**src/rtl/distribute_out_datas_if.sv**
```systemverilog
// distribute_out_datas_if: serial-in / lane-out bus for distribute_out_datas.
// The master drives the serial word stream; the slave scatters it into lanes.
interface distribute_out_datas_if #(
   parameter int NUM   = 8,
   parameter int WIDTH = 5,
   parameter int CNT_W = 4
);
   logic                 start_i;
   logic [CNT_W-1:0]     len_i;
   logic [WIDTH-1:0]     data_i;
   logic                 valid_i;
   logic                 ready_o;
   logic [NUM*WIDTH-1:0] data_o;
   logic [NUM-1:0]       wr_o;
   logic                 busy_o;
   logic                 done_o;
   modport master (
      output start_i, len_i, data_i, valid_i,
      input  ready_o, data_o, wr_o, busy_o, done_o
   );
   modport slave (
      input  start_i, len_i, data_i, valid_i,
      output ready_o, data_o, wr_o, busy_o, done_o
   );
endinterface

```
**src/rtl/distribute_out_datas.sv**
```systemverilog
// distribute_out_datas: scatters a serial word stream into NUM lanes, lane 0 first.
// Define DISTRIBUTE_CLEAR_EN to zero all lanes before each non-empty load.
module distribute_out_datas #(
   parameter int NUM   = 8,
   parameter int WIDTH = 5,
   parameter int CNT_W = 4
) (
   input logic                 clk,
   input logic                 rst,
   distribute_out_datas_if.slave bus
);
   typedef enum logic [1:0] {
      IDLE,
`ifdef DISTRIBUTE_CLEAR_EN
      CLEAR,
`endif
      LOAD,
      DONE
   } state_t;
   localparam logic [CNT_W-1:0] NUM_C = CNT_W'(NUM);
   state_t               state, nxt;
   logic [CNT_W-1:0]     len, idx;
   logic [NUM*WIDTH-1:0] data;
   logic [NUM-1:0]       wr;
   logic                 xfer, last;
   assign bus.ready_o = state == LOAD;
   assign bus.busy_o  = state != IDLE;
   assign bus.done_o  = state == DONE;
   assign bus.data_o  = data;
   assign bus.wr_o    = wr;
   assign xfer        = bus.valid_i & bus.ready_o;
   assign last        = idx == len - 1'b1;
   always_comb begin
      nxt = state;
      case (state)
`ifdef DISTRIBUTE_CLEAR_EN
         IDLE:    if (bus.start_i) nxt = bus.len_i == '0 ? DONE : CLEAR;
         CLEAR:   nxt = LOAD;
`else
         IDLE:    if (bus.start_i) nxt = bus.len_i == '0 ? DONE : LOAD;
`endif
         LOAD:    if (xfer && last) nxt = DONE;
         DONE:    nxt = IDLE;
         default: nxt = IDLE;
      endcase
   end
   always_ff @(posedge clk) begin
      if (rst) begin
         state <= IDLE;
         len   <= '0;
         idx   <= '0;
         data  <= '0;
         wr    <= '0;
      end else begin
         state <= nxt;
         wr    <= '0;
         if (state == IDLE && bus.start_i) begin
            len <= bus.len_i > NUM_C ? NUM_C : bus.len_i;
            idx <= '0;
         end
`ifdef DISTRIBUTE_CLEAR_EN
         if (state == CLEAR) begin
            data <= '0;
            wr   <= '1;
         end
`endif
         // idx saturates on the last word so it never points past NUM-1
         if (xfer) begin
            wr  <= NUM'(1) << idx;
            idx <= last ? idx : idx + 1'b1;
            for (int k = 0; k < NUM; k++)
               if (idx == CNT_W'(k)) data[k*WIDTH +: WIDTH] <= bus.data_i;
         end
      end
   end
endmodule
```
**src/flat_wrapper.sv**
```systemverilog
// flat-port wrapper written by rule: the top's interface ports become plain ports
module distribute_out_datas_flat 
#(
   parameter int NUM   = 8,
   parameter int WIDTH = 5,
   parameter int CNT_W = 4
)
  (clk, rst, bus_start_i, bus_len_i, bus_data_i, bus_valid_i, bus_ready_o, bus_data_o, bus_wr_o, bus_busy_o, bus_done_o);
  distribute_out_datas_if #(.NUM(NUM), .WIDTH(WIDTH), .CNT_W(CNT_W)) bus_i ();
  input logic clk;
  input logic rst;
  input wire logic [$bits(bus_i.start_i)-1:0] bus_start_i;
  input wire logic [$bits(bus_i.len_i)-1:0] bus_len_i;
  input wire logic [$bits(bus_i.data_i)-1:0] bus_data_i;
  input wire logic [$bits(bus_i.valid_i)-1:0] bus_valid_i;
  output wire logic [$bits(bus_i.ready_o)-1:0] bus_ready_o;
  output wire logic [$bits(bus_i.data_o)-1:0] bus_data_o;
  output wire logic [$bits(bus_i.wr_o)-1:0] bus_wr_o;
  output wire logic [$bits(bus_i.busy_o)-1:0] bus_busy_o;
  output wire logic [$bits(bus_i.done_o)-1:0] bus_done_o;
  assign bus_i.start_i = bus_start_i;
  assign bus_i.len_i = bus_len_i;
  assign bus_i.data_i = bus_data_i;
  assign bus_i.valid_i = bus_valid_i;
  assign bus_ready_o = bus_i.ready_o;
  assign bus_data_o = bus_i.data_o;
  assign bus_wr_o = bus_i.wr_o;
  assign bus_busy_o = bus_i.busy_o;
  assign bus_done_o = bus_i.done_o;
  distribute_out_datas #(.NUM(NUM), .WIDTH(WIDTH), .CNT_W(CNT_W)) u_core (.clk(clk), .rst(rst), .bus(bus_i));
endmodule
```
**config.mk**
```make
export PLATFORM = sky130hd
export DESIGN_NAME = distribute_out_datas_flat
export DESIGN_NICKNAME = d
export VERILOG_FILES = /design/src/rtl/distribute_out_datas_if.sv /design/src/rtl/distribute_out_datas.sv /design/src/flat_wrapper.sv
export SDC_FILE = /design/constraint.sdc
export NUM_CORES = 1
export LEC_CHECK = 0
export CORE_MARGIN = 2
export CORE_UTILIZATION = 55
export CTS_CLUSTER_DIAMETER = 40
export DETAILED_ROUTE_END_ITERATION = 7
export DONT_BUFFER_PORTS = 1
export PLACE_DENSITY_LB_ADDON = 0.05
export SYNTH_ARGS = -nofsm -noshare
export SYNTH_HDL_FRONTEND = slang
export SYNTH_SLANG_ARGS = --single-unit
export TNS_END_PERCENT = 50
```
**constraint.sdc**
```tcl
create_clock -name clk -period 2.15 [get_ports clk]
set_input_delay 0.43 -clock clk [delete_from_list [all_inputs] [get_ports clk]]
set_output_delay 0.43 -clock clk [all_outputs]
set_load 0.01 [all_outputs]
```
==> results.cfg <==
[run_status]
run_status = finished clean

[floorplan]
initial_core_util = 0.5629
fp.dieH_um = 70.30
design.core.area_sq_um = 4294
die_w_um = 70.30
rows = 24
full_die_area_sq_um = 4941
top_level_ports = 64

[critical_path]
path_cells = inv_1 -> ha_1 -> xor2_1 -> nand2_1 -> o31ai_2 -> mux2_2
reg2reg_setup_slack_ns = 0.37
cp_data_required_time_ns = 2.38
worst-path-max-fanout = 5
worst_setup_path_start_kind = flip-flop
setup.worst_path.class = reg2reg
crit_path_max_incr_delay_ns = 0.40
critical-path-slowest-cell = sky130_fd_sc_hd__dfxtp_1
signal_arrival_time_at_the_worst_endpoint_ns = 2.00
critical_path.n_buffers_inverters = 1
critical_path.top_delay_family = flip-flops
crit_path_end_kind = flip-flop

[cts]
deepest_clock_path_buffer_count = 2
tritoncts = yes
clockRootBuffer = sky130_fd_sc_hd__clkbuf_8
ctsResizeCount = 0
cts_post_setup_buffers_inserted = 0
cts_htree_levels = 3
numClockSinks = 58
holdBufCountCts = 0
cts_inserted_buffers = 9
clk_pin_slew_ns = 0.06
clkLatencyLatePin_ns = 0.33

[power]
peakVddDrop_mv = 0.4855
power_density_nw_per_um2 = 890.0
leakage_uw = 0.001261

[layout]
syn_to_final_growth_pct = 9.369
share_of_final_layout_standard_cells_stronger_than_drive_strength_1 = 0.1184
final_core_utilization = 0.6157
filler_cell_count = 379
n_antenna_cell = 0
nNetsFinal = 260
stdcell_area_sq_um = 2644

[yosys]
ys_top_cells_by_area = sky130_fd_sc_hd__dfxtp_1, sky130_fd_sc_hd__mux2i_1, sky130_fd_sc_hd__nor2_1, sky130_fd_sc_hd__nand3_2, sky130_fd_sc_hd__ha_1
synth_top_area_frac = 0.4803
share_of_synthesized_area_occupied_by_flip_flops_and_latches = 0.4803
synth_area_per_cell_sq_um = 9.867
synthesis.yosys.warnings = 0
syn-instance-count = 245
synth_cell_type_count = 37
mappedNetlistNets = 263
postSynthRegisterBits = 58
share_of_synthesized_registers_carrying_an_async_set_or_reset = 0
dominantRegCellSynth = sky130_fd_sc_hd__dfxtp_1
synthDominantAreaCellType = sky130_fd_sc_hd__dfxtp_1
synth_common_cells = sky130_fd_sc_hd__dfxtp_1, sky130_fd_sc_hd__nor2_1, sky130_fd_sc_hd__mux2i_1
syn_area_sq_um = 2417
number_of_enable_type_register_cells_in_the_synthesized_netlist = 0
synthMostInstantiatedCell = sky130_fd_sc_hd__dfxtp_1

[run]
timing.max_cap.violations = 0

[global_route]
gr-usage-all-layers = 0.2163
grt_first_pass_wirelength_um = 8155
grt_max_degree = 66
grt_pass1_vias = 1601
grt-ovfl-total = 0
number_of_antenna_violations_at_the_first_check_in_global_routing = 0

[placement]
detailed_placement_hpwl_um = 3537
number_of_i_o_port_buffers = 0
gp_congestion = 0.8848
place_area_sq_um = 2419

[sta]
maxSlewHeadroom = 0.7055
actual_slew_at_the_worst_max_slew_pin_ns = 0.4386
finClkSkew_ns = 0.007355
grt_setup_unrepaired = no
period_share = 0.8257
timing.final.setup_violations = 0
drv_slew = 0
final.setup.tns_ns = 0
period_needed_ns = 1.775
fmax_ghz = 0.5633
finalHoldViolations = 0

[detailed_routing]
drtAntennaViolNets = 0
routed_via_density = 5.704
postRouteWirelength_um = 5146
drt-pass1-iter-count = 4
number_of_design_rule_violations_left_after_detail_routing = 0
via_count = 1694
first_iter_violations = 127
drt-wirelength-per-cell_um = 17.33

[min_path]
min-delay-path-class = in2reg
[sequential cells by signal, indices dropped and copies added (netlist names)]
name	cells
u_core.bus.data_o	40
u_core.bus.wr_o	8
u_core.idx	4
u_core.len	4
u_core.state	2
[logic make-up after synthesis]
group,synth area share
buffers and inverters,0.04192
adder cells (fa/ha/maj),0.02588
flip-flops,0.4803
AND/OR/NAND/NOR,0.2071
multiplexers,0.1703
AO/OA/AOI/OAI,0.04607
XOR/XNOR,0.02847
[metal layers]
layer / GRT usage / part of all wire
met1: 0.2731 / 0.44
met2: 0.3208 / 0.46
met3: 0.1068 / 0.084
met4: 0.07479 / 0.015
met5: 0 / 0
[area by class of cell]
class                   instances  area [sq um]  share of cell area
multi-input cells             164          1155              0.4368
clock inverters                 2         60.06             0.02272
clock buffers                  12         165.2             0.06247
flip-flops and latches         58          1161              0.4392
well taps                      52         65.06             0.02461
inverters                       8         30.03             0.01136
repair buffers                  1         7.507            0.002840
[final timing paths]
kind,startpoint,endpoint,cells after the start
hold / removal,rst,u_core.state[1]$_SDFFE_PP0P_,1
hold reg to reg,u_core.len[3]$_SDFFE_PP0P_,u_core.len[3]$_SDFFE_PP0P_,2
setup reg to reg,u_core.len[0]$_SDFFE_PP0P_,u_core.idx[1]$_SDFFE_PP0P_,6
setup / recovery,u_core.len[0]$_SDFFE_PP0P_,u_core.idx[1]$_SDFFE_PP0P_,6
[metrics by stage]
stage / hold slack [ns] / total power, uW / instances / setup slack [ns]
2_1_floorplan: 0.4488 / 1242 / 245 / 0.4938
3_3_place_gp: 0.4530 / 1237 / 283 / 0.4147
3_5_place_dp: 0.4566 / 1239 / 283 / 0.3788
4_1_cts: 0.1497 / 2373 / 297 / 0.3626
5_1_grt: 0.1453 / 2428 / 297 / 0.2800
6_report: 0.1557 / 2353 / 297 / 0.3747
[layout by cell type (no fill, tap or decap)]
cell / n
sky130_fd_sc_hd__a211oi_2: 1
sky130_fd_sc_hd__and2_1: 1
sky130_fd_sc_hd__o41ai_1: 1
sky130_fd_sc_hd__inv_1: 7
sky130_fd_sc_hd__mux2i_1: 40
sky130_fd_sc_hd__nand4_1: 1
sky130_fd_sc_hd__nand3_1: 4
sky130_fd_sc_hd__nor3_2: 1
sky130_fd_sc_hd__and3b_1: 1
sky130_fd_sc_hd__bufinv_16: 2
sky130_fd_sc_hd__and3_1: 1
sky130_fd_sc_hd__nor3_1: 2
sky130_fd_sc_hd__xnor2_1: 2
sky130_fd_sc_hd__and4bb_2: 1
sky130_fd_sc_hd__ha_1: 5
sky130_fd_sc_hd__nand2_1: 8
sky130_fd_sc_hd__nand2b_1: 2
sky130_fd_sc_hd__buf_4: 1
sky130_fd_sc_hd__nand3_2: 8
sky130_fd_sc_hd__a31oi_1: 1
sky130_fd_sc_hd__o311ai_0: 1
sky130_fd_sc_hd__nand3b_1: 5
sky130_fd_sc_hd__nor2b_1: 3
sky130_fd_sc_hd__xor3_2: 1
sky130_fd_sc_hd__xor2_1: 3
sky130_fd_sc_hd__o21ai_0: 2
sky130_fd_sc_hd__nor4b_1: 1
sky130_fd_sc_hd__dfxtp_1: 58
sky130_fd_sc_hd__nor4_1: 6
sky130_fd_sc_hd__clkbuf_8: 12
sky130_fd_sc_hd__clkinv_1: 1
sky130_fd_sc_hd__a21oi_1: 7
sky130_fd_sc_hd__nor3b_1: 1
sky130_fd_sc_hd__a2111oi_0: 2
sky130_fd_sc_hd__mux2_2: 1
sky130_fd_sc_hd__o31ai_2: 1
sky130_fd_sc_hd__nor2_1: 50
[power breakdown]
| group | internal [uW] | switching (uW) | leakage [uW] |
|---|---|---|---|
| sequential | 1090 | 18.5 | 0.000468 |
| combinational | 43.6 | 65.2 | 0.000678 |
| clock | 735 | 402 | 0.000115 |
No activity file was read; power rests on OpenSTA's default activity.
